--- config.mk ---
export PLATFORM = sky130hd
export DESIGN_NAME = instr_fetch
export DESIGN_NICKNAME = d
export VERILOG_FILES = /design/src/rtl/instr_fetch.sv
export SDC_FILE = /design/constraint.sdc
export NUM_CORES = 1
export LEC_CHECK = 0
export CORE_MARGIN = 5
export CORE_UTILIZATION = 48
export DETAILED_ROUTE_END_ITERATION = 10
export HOLD_SLACK_MARGIN = 0.05
export PLACE_DENSITY = 0.76
export SETUP_SLACK_MARGIN = 0.1
export SYNTH_ARGS = -nofsm -noshare
export SYNTH_HDL_FRONTEND = slang
export SYNTH_SLANG_ARGS = --single-unit
--- constraint.sdc ---
create_clock -name clk_i -period 2.85 [get_ports clk_i]
set_input_delay 0.285 -clock clk_i [delete_from_list [all_inputs] [get_ports clk_i]]
set_output_delay 0.285 -clock clk_i [all_outputs]
set_load 0.01 [all_outputs]
--- src/rtl/instr_fetch.sv ---
// Instruction fetch stage: owns the PC, issues single-outstanding byte reads,
// buffers fetched bytes with their PCs and hands them to the decoder.
module instr_fetch #(
  parameter int unsigned        ADDR_W    = 8,
  parameter int unsigned        BUF_DEPTH = 2,
  parameter logic [ADDR_W-1:0]  RESET_PC  = '0
) (
  input  logic              clk_i,
  input  logic              rst_i,
  output logic              mem_req_o,
  output logic [ADDR_W-1:0] mem_addr_o,
  input  logic              mem_ack_i,
  input  logic [7:0]        mem_rdata_i,
  output logic [7:0]        instr_o,
  output logic [ADDR_W-1:0] instr_pc_o,
  output logic              instr_valid_o,
  input  logic              instr_ready_i,
  input  logic              redirect_i,
  input  logic [ADDR_W-1:0] redirect_pc_i,
  input  logic              halt_i,
  output logic [ADDR_W-1:0] pc_o
);

  localparam int unsigned PTR_W = (BUF_DEPTH > 1) ? $clog2(BUF_DEPTH) : 1;
  localparam int unsigned CNT_W = $clog2(BUF_DEPTH + 1);
  localparam int unsigned OCC_W = CNT_W + 1;

  typedef enum logic [1:0] {
    S_IDLE = 2'd0,
    S_REQ  = 2'd1,
    S_DROP = 2'd2
  } state_e;

  state_e            state_q;
  logic              mem_req_q;
  logic [ADDR_W-1:0] mem_addr_q;
  logic [ADDR_W-1:0] pc_q;

  logic [7:0]        buf_data_q [BUF_DEPTH];
  logic [ADDR_W-1:0] buf_pc_q   [BUF_DEPTH];
  logic [PTR_W-1:0]  wr_ptr_q, wr_ptr_d;
  logic [PTR_W-1:0]  rd_ptr_q, rd_ptr_d;
  logic [CNT_W-1:0]  count_q, count_d;

  logic [7:0]        instr_q, instr_d;
  logic [ADDR_W-1:0] instr_pc_q, instr_pc_d;
  logic              instr_valid_q;

  logic              push, pop;
  logic [OCC_W-1:0]  occ_after;
  logic              space;

  // FIFO bookkeeping; a redirect flushes and overrides any pop or push.
  always_comb begin
    push      = (state_q == S_REQ) && mem_ack_i && !redirect_i;
    pop       = instr_valid_q && instr_ready_i && !redirect_i;
    occ_after = OCC_W'(count_q) + OCC_W'(1) - OCC_W'(pop);
    space     = count_q < CNT_W'(BUF_DEPTH);

    count_d  = count_q;
    wr_ptr_d = wr_ptr_q;
    rd_ptr_d = rd_ptr_q;
    if (redirect_i) begin
      count_d  = '0;
      wr_ptr_d = '0;
      rd_ptr_d = '0;
    end else begin
      count_d = count_q + CNT_W'(push) - CNT_W'(pop);
      if (push) wr_ptr_d = wr_ptr_q + PTR_W'(1);
      if (pop)  rd_ptr_d = rd_ptr_q + PTR_W'(1);
    end

    // Registered head: forward the byte being written if it becomes the head.
    instr_d    = instr_q;
    instr_pc_d = instr_pc_q;
    if (count_d != '0) begin
      if (push && (rd_ptr_d == wr_ptr_q)) begin
        instr_d    = mem_rdata_i;
        instr_pc_d = pc_q;
      end else begin
        instr_d    = buf_data_q[rd_ptr_d];
        instr_pc_d = buf_pc_q[rd_ptr_d];
      end
    end
  end

  always_ff @(posedge clk_i) begin
    if (push) begin
      buf_data_q[wr_ptr_q] <= mem_rdata_i;
      buf_pc_q[wr_ptr_q]   <= pc_q;
    end
  end

  always_ff @(posedge clk_i) begin
    if (rst_i) begin
      state_q       <= S_IDLE;
      mem_req_q     <= 1'b0;
      mem_addr_q    <= RESET_PC;
      pc_q          <= RESET_PC;
      wr_ptr_q      <= '0;
      rd_ptr_q      <= '0;
      count_q       <= '0;
      instr_q       <= '0;
      instr_pc_q    <= '0;
      instr_valid_q <= 1'b0;
    end else begin
      wr_ptr_q      <= wr_ptr_d;
      rd_ptr_q      <= rd_ptr_d;
      count_q       <= count_d;
      instr_q       <= instr_d;
      instr_pc_q    <= instr_pc_d;
      instr_valid_q <= (count_d != '0);

      case (state_q)
        S_IDLE: begin
          if (redirect_i) begin
            pc_q <= redirect_pc_i;
          end else if (!halt_i && space) begin
            state_q    <= S_REQ;
            mem_req_q  <= 1'b1;
            mem_addr_q <= pc_q;
          end
        end
        S_REQ: begin
          if (mem_ack_i) begin
            if (redirect_i) begin
              pc_q      <= redirect_pc_i;
              state_q   <= S_IDLE;
              mem_req_q <= 1'b0;
            end else begin
              pc_q <= pc_q + ADDR_W'(1);
              if (!halt_i && (occ_after < OCC_W'(BUF_DEPTH))) begin
                mem_addr_q <= pc_q + ADDR_W'(1);
              end else begin
                state_q   <= S_IDLE;
                mem_req_q <= 1'b0;
              end
            end
          end else if (redirect_i) begin
            // Request already issued: let it finish, then throw the data away.
            pc_q    <= redirect_pc_i;
            state_q <= S_DROP;
          end
        end
        S_DROP: begin
          if (redirect_i) pc_q <= redirect_pc_i;
          if (mem_ack_i) begin
            state_q   <= S_IDLE;
            mem_req_q <= 1'b0;
          end
        end
        default: begin
          state_q   <= S_IDLE;
          mem_req_q <= 1'b0;
        end
      endcase
    end
  end

  assign mem_req_o     = mem_req_q;
  assign mem_addr_o    = mem_addr_q;
  assign instr_o       = instr_q;
  assign instr_pc_o    = instr_pc_q;
  assign instr_valid_o = instr_valid_q;
  assign pc_o          = pc_q;

endmodule

* Yosys cells after proc, flatten, opt, wreduce, memory -nomap -nowiden
Memory sizes are Yosys's and may differ from the RTL's. A register that Yosys moved wholly into a read port is not among the register bits.
Index checks and enable logic that the tools add are counted.
W data, S select, Z words.
** Word-level totals
- Register bits :: 24
- Bits in latches :: 0
- Bits in writable memories :: 32
- Bits in read-only memories :: 0
- Bits of input ports :: 22
- Logic and storage cells :: 76
- Memories :: 2
** Memory list
- buf_data_q :: words 2, bits a word 8, rd ports 1, clocked after Yosys merged registers in 1, wr ports 1, line 39 : logic [7:0] buf_data_q [BUF_DEPTH];
- buf_pc_q :: words 2, bits a word 8, rd ports 1, clocked after Yosys merged registers in 1, wr ports 1, line 40 : logic [ADDR_W-1:0] buf_pc_q [BUF_DEPTH];
** Cells by class
- Add/subtract/negate cells :: 7
- $mul :: 0
- Divide/modulo/power cells :: 0
- Order comparisons :: 2
- Eq/ne operators :: 10
- Shift operators :: 0
- Muxes and demuxes :: 30
- Bitwise logic cells :: 0
- Reductions and logical operators :: 17
** Operator list (number)
- $mux W8 :: 8
- $pmux W8 S2 :: 2
- $mux W2 :: 8
- $mux W1 :: 10
- $ne A2 B2 Y1 const B :: 5
- $reduce_and A5 Y1 :: 2
- $add A8 B1 Y8 const B :: 1
- $logic_and A1 B1 Y1 :: 6
- $ne A3 B3 Y1 const B :: 2
- $pmux W2 S3 :: 1
- $reduce_and A6 Y1 :: 1
- $reduce_bool A2 Y1 :: 3
- $reduce_or A2 Y1 :: 2
- $add A2 B1 Y3 const B :: 1
- $lt A3 B2 Y1 const B :: 1
- $pmux W1 S3 :: 1
- $sub A3 B1 Y3 :: 1
- $add A1 B1 Y1 const B :: 2
- $add A2 B1 Y2 :: 1
- $eq A2 B1 Y1 const B :: 1
- $eq A2 B2 Y1 const B :: 1
- $logic_not A1 Y1 :: 2
- $logic_not A2 Y1 :: 1
- $lt A2 B2 Y1 const B :: 1
- other kinds (2) :: 2

* Logic depth before layout (Yosys ltp)
- Word-level depth :: 9
- Depth in mapped cells :: 14

* Worst setup path after synthesis
No wires, ideal clock.
- Path kind :: input to register
- Start point :: input port redirect_i
- End point :: register instr_pc_q[2], in the netlist instr_pc_o[2], read port of buf_pc_q
- Library setup time :: 0.061 ns
- Data arrival time :: 2.711 ns
- Required time :: 2.789 ns
- Slack :: 0.079 ns
- Stages :: 14
- Path buffers :: 5
- Cells stage by stage :: buf_2 > nor4bb_1 > buf_4 > inv_4 > buf_2 > ha_1 > inv_1 > ha_1 > xor3_1 > nor2_1 > o21ba_2 > clkbuf_1 > buf_2 > a32o_1
** Between the ends
- Word-level cells in the longest chain between the ends :: 6
** Ends and longest elaborated chain
- start, declared :: line 18 : input logic redirect_i,
- $logic_not A1 Y1 :: line 55, 56
- $logic_and A1 B1 Y1 :: line 55 : push = (state_q == S_REQ) && mem_ack_i && !redirect_i;
- $add A2 B1 Y2 :: line 68 : count_d = count_q + CNT_W'(push) - CNT_W'(pop);
- $sub A2 B1 Y2 :: line 68
- $mux W2 :: line 63 : if (redirect_i) begin
- $reduce_bool A2 Y1 :: line 76 : if (count_d != '0) begin
- end, declared :: line 46 : logic [ADDR_W-1:0] instr_pc_q, instr_pc_d;
Several ways; a longest one is shown, not always the timed one.
A chain may end at the register's enable or synchronous reset.

* Worst setup path after layout
- Start point :: input port mem_ack_i
- End point :: register instr_pc_q[2], in the netlist instr_pc_o[2], read port of buf_pc_q
** Between the ends
- Word-level cells in the longest chain between the ends :: 6
** Ends and longest elaborated chain
- start, declared :: line 12 : input logic mem_ack_i,
- $logic_and A1 B1 Y1 (2 in a row) :: line 55
- $add A2 B1 Y2 :: line 68
- $sub A2 B1 Y2 :: line 68
- $mux W2 :: line 63
- $reduce_bool A2 Y1 :: line 76
Every way passes these cells.

==> impl_results.md <==
- Status: complete, no violations
- Crit Path Category: primary input to flop
- Number of synthesized flops with an enable pin: 32
- WL met2: 3760 um
- Post-DRT Antenna Nets: 0
- Placed inst area: 0.00396 mm2
- DR pass1 iterations: 4
- RD Place Congestion: roughly 0.76
- Sequential share of the synthesized area: a little over half
- Area growth syn-to-layout: 29.2%
- DR vias: roughly 2.6k
- Period utilization: 90.1%
- Sequential cell area: between 0.0015 and 0.002 mm2
- Die ar.: ~0.0086 mm2
- Final Critical Period: ~2600 ps
- Post-synth top area share: 29.2%
- Endpoints failing hold: 0
- Design area: 0.00426 mm2
- Pins Over Slew Limit: 0
- Nets@finish: 390
- DR vias/cell: 5.86
- Post-synth cell types: 46
- Dpl ws: -521 ps
- # fillers: 546
- Fmax: between 0.3 and 0.4 GHz
- Clock Tree Root: clkbuf_8
- Area of the multi-input gates: roughly 0.0013 mm2
- GRT Total Usage: 18.9%
- CTS tree: done
- H-tree levels: 3
- Crit-path most repeated cell: ha_1
- Net Count, Synth: 331
- Initial DRC Count: 179
- DRT Wirelength: 7780 um
- Most frequent cells in the layout: clkdlybuf4s50_1, dfxtp_1, edfxtp_1, inv_1
- Largest net degree at the start of global routing: 42
- Syn_area_per_cell: 10.8 um2
- Post-DP HPWL: 4980 um
- Flop pwr share: approximately 47%
- Synth area leader: edfxtp_1
- Die H: 92.8 um
- CP max stage delay: 490 ps
- Worst-path cell with the longest stage delay: clkdlybuf4s50_1
- Worst Slack Setup Final: around 280 ps
- Power density cells: 581 mW/mm2
- CTS Sinks: 72
- Worst Path Required: 3090 ps
- Core ar.: 0.00672 mm2
- Cts hold-fix bufs: 0
- Metal3 WL: 463 um
- Post-Syn Area: 0.00329 mm2
- Crit path max-delay family: buffers and inverters
- Max layer used: met4
- Commonest non-fill, non-tap cell in the layout: clkdlybuf4s50_1
- NetSw: 0.000529 W
- CP Launch Type: primary input
- Finished Core Util: between 60% and 70%
- Top cells by area, synth: edfxtp_1, dfxtp_1, a32o_1, o221ai_1, o211ai_1
- Maximum VDD drop: 440 uV
- Vias in the first global route: 2614
- Max transition margin: 51.1%
- Yosys warning count: 0
- Sum of negative setup slack: 0 ps
- Port Buffers: 55
- Crit path DAT: 2800 ps
- Final setup fails: 0
- Worst-path clk slew: 80 ps
- Initial Utilization: between 40% and 50%
- Clock power frac: 43.0%
- Crit path max fanout: 17
- Row cnt: 30
- Clock Latency Late Sink: 350 ps
- Crit path buffers/inverters: 5
- Main synth FF type: dfxtp_1
- First-pass GRT wire length: 12800 um
- CP Cell Sequence: clkdlybuf4s50_1 > nor4bb_1 > buf_4 > inv_4 > ha_1 > inv_1 > ha_1 > xor3_1 > nor2_1 > nor3_4 > buf_12 > a32o_1
- Skew final: roughly 12 ps
- RSZ-0062 raised after global routing: false
- Hold Crit Class: flop to flop
- WP depth: 12
- Logic pwr share: roughly a tenth
- Die extent in x: 92.8 um
- Initial antenna violation count: 0
- FF+latch count, synth: 72
- DR DRC count: 0
- Switching Share: 21.4%
- Final Power: around 0.0025 W
- TritonCTS Buffers: 9
- Fraction of layout cells with a size suffix above 1: 11.6%
- Static leakage: between 1 and 1.5 nW
- Synth async-reset ratio: 0%
- Critical path endpoint category: flop
- Global route overflow: 0
- Reg2reg path depth: 11
- Slew @ Worst Pin: 734 ps
- Max-cap viol count: 0
- N_diodes: 0
- Hold Crit Depth: 1
- Int Power: 0.00194 W
- Longest Clk Path Bufs: 2
- DR WL/cell: around 17 um
- Gate count after technology mapping: between 300 and 400
- I/O pin count: 56
- M1 wire length: 3440 um
[per-stage QoR]
| step | hold slack, ps | std cells |
|---|---|---|
| 6_report | 466 | 450 |
| 5_1_grt | 493 | 450 |
| 2_1_floorplan | 384 | 306 |
| 3_5_place_dp | 454 | 433 |
| 4_1_cts | 472 | 449 |
| 3_3_place_gp | 447 | 433 |
[synthesized netlist by cell type, types with 2 or more instances]
cell and number:
o21ba_2 2, a211oi_1 12, a21boi_0 3, a32o_1 16, o21bai_1 2, buf_6 3
or3_1 17, nand2_1 8, buf_2 8, nand2b_1 4, o221ai_1 17, nor2_1 19
ha_1 3, xnor2_1 6, nor3b_1 2, or2_2 2, edfxtp_1 32, a2111oi_0 3
o21ai_0 5, clkbuf_1 14, o211ai_1 16, nand3_1 4, and2_1 2, dfxtp_1 40
a21oi_1 17, inv_1 20, buf_4 2, nor3_1 9
[kinds of logic (layout without fill, tap and decap cells)]
family / count (synthesis) / in the layout / share of synthesized area, %
simple gates: 75 / 75 / 12.4
compound gates: 97 / 97 / 22.5
mux: 1 / 1 / 0.304
buf+inv: 49 / 113 / 6.87
flops: 72 / 72 / 53.5
fa+ha+maj: 3 / 3 / 1.14
xor+xnor: 9 / 9 / 3.27
[flip-flops by register name (all words and copies together) (netlist names)]
name	flops
buf_data_q	16
buf_pc_q	16
instr_o	8
instr_pc_o	8
mem_addr_o	8
pc_o	8
count_q	2
state_q	2
instr_valid_o	1
mem_req_o	1
rd_ptr_q	1
wr_ptr_q	1
[layer usage]
| metal | vias to the layer above | global-route usage [%] |
|---|---|---|
| li1 | 1285 | - |
| met1 | 1257 | 24.2 |
| met2 | 80 | 30.4 |
| met3 | 15 | 6.26 |
| met4 | 0 | 5.62 |
| met5 | - | 0 |
[power by group through the flow]
stage,combinational [W],clock [W],sequential (W)
finish,0.000261,0.00106,0.00115
floorplan,0.000129,0,0.00117
CTS,0.000261,0.00108,0.00115
detailed placement,0.000258,0,0.00117
global route,0.000285,0.00113,0.00115
global placement,0.000253,0,0.00117
[cell type report]
cell class / count / share of cell area [%]
flip-flops and latches: 72 / 41.4
clock buffers: 11 / 3.32
repair buffers: 76 / 17.2
well taps: 80 / 2.35
inverters: 21 / 1.91
clock inverters: 5 / 3.00
multi-input cells: 185 / 30.8
[repair_timing]
item	4_1_cts	5_1_grt
setup buffers	0	1
cloned	0	0
setup endpoints to repair	17	16
resized for setup	1	0
pin swaps	0	1
[path summary, 6_finish.rpt]
path / slack, ps / end / startpoint
min: 470 / instr_o[2] / instr_o[2]
max: 280 / instr_pc_o[2] / mem_ack_i
max reg2reg: 400 / instr_pc_o[2] / state_q[1]
min reg2reg: 470 / instr_o[2] / instr_o[2]
(Power assumes the default switching activity.)
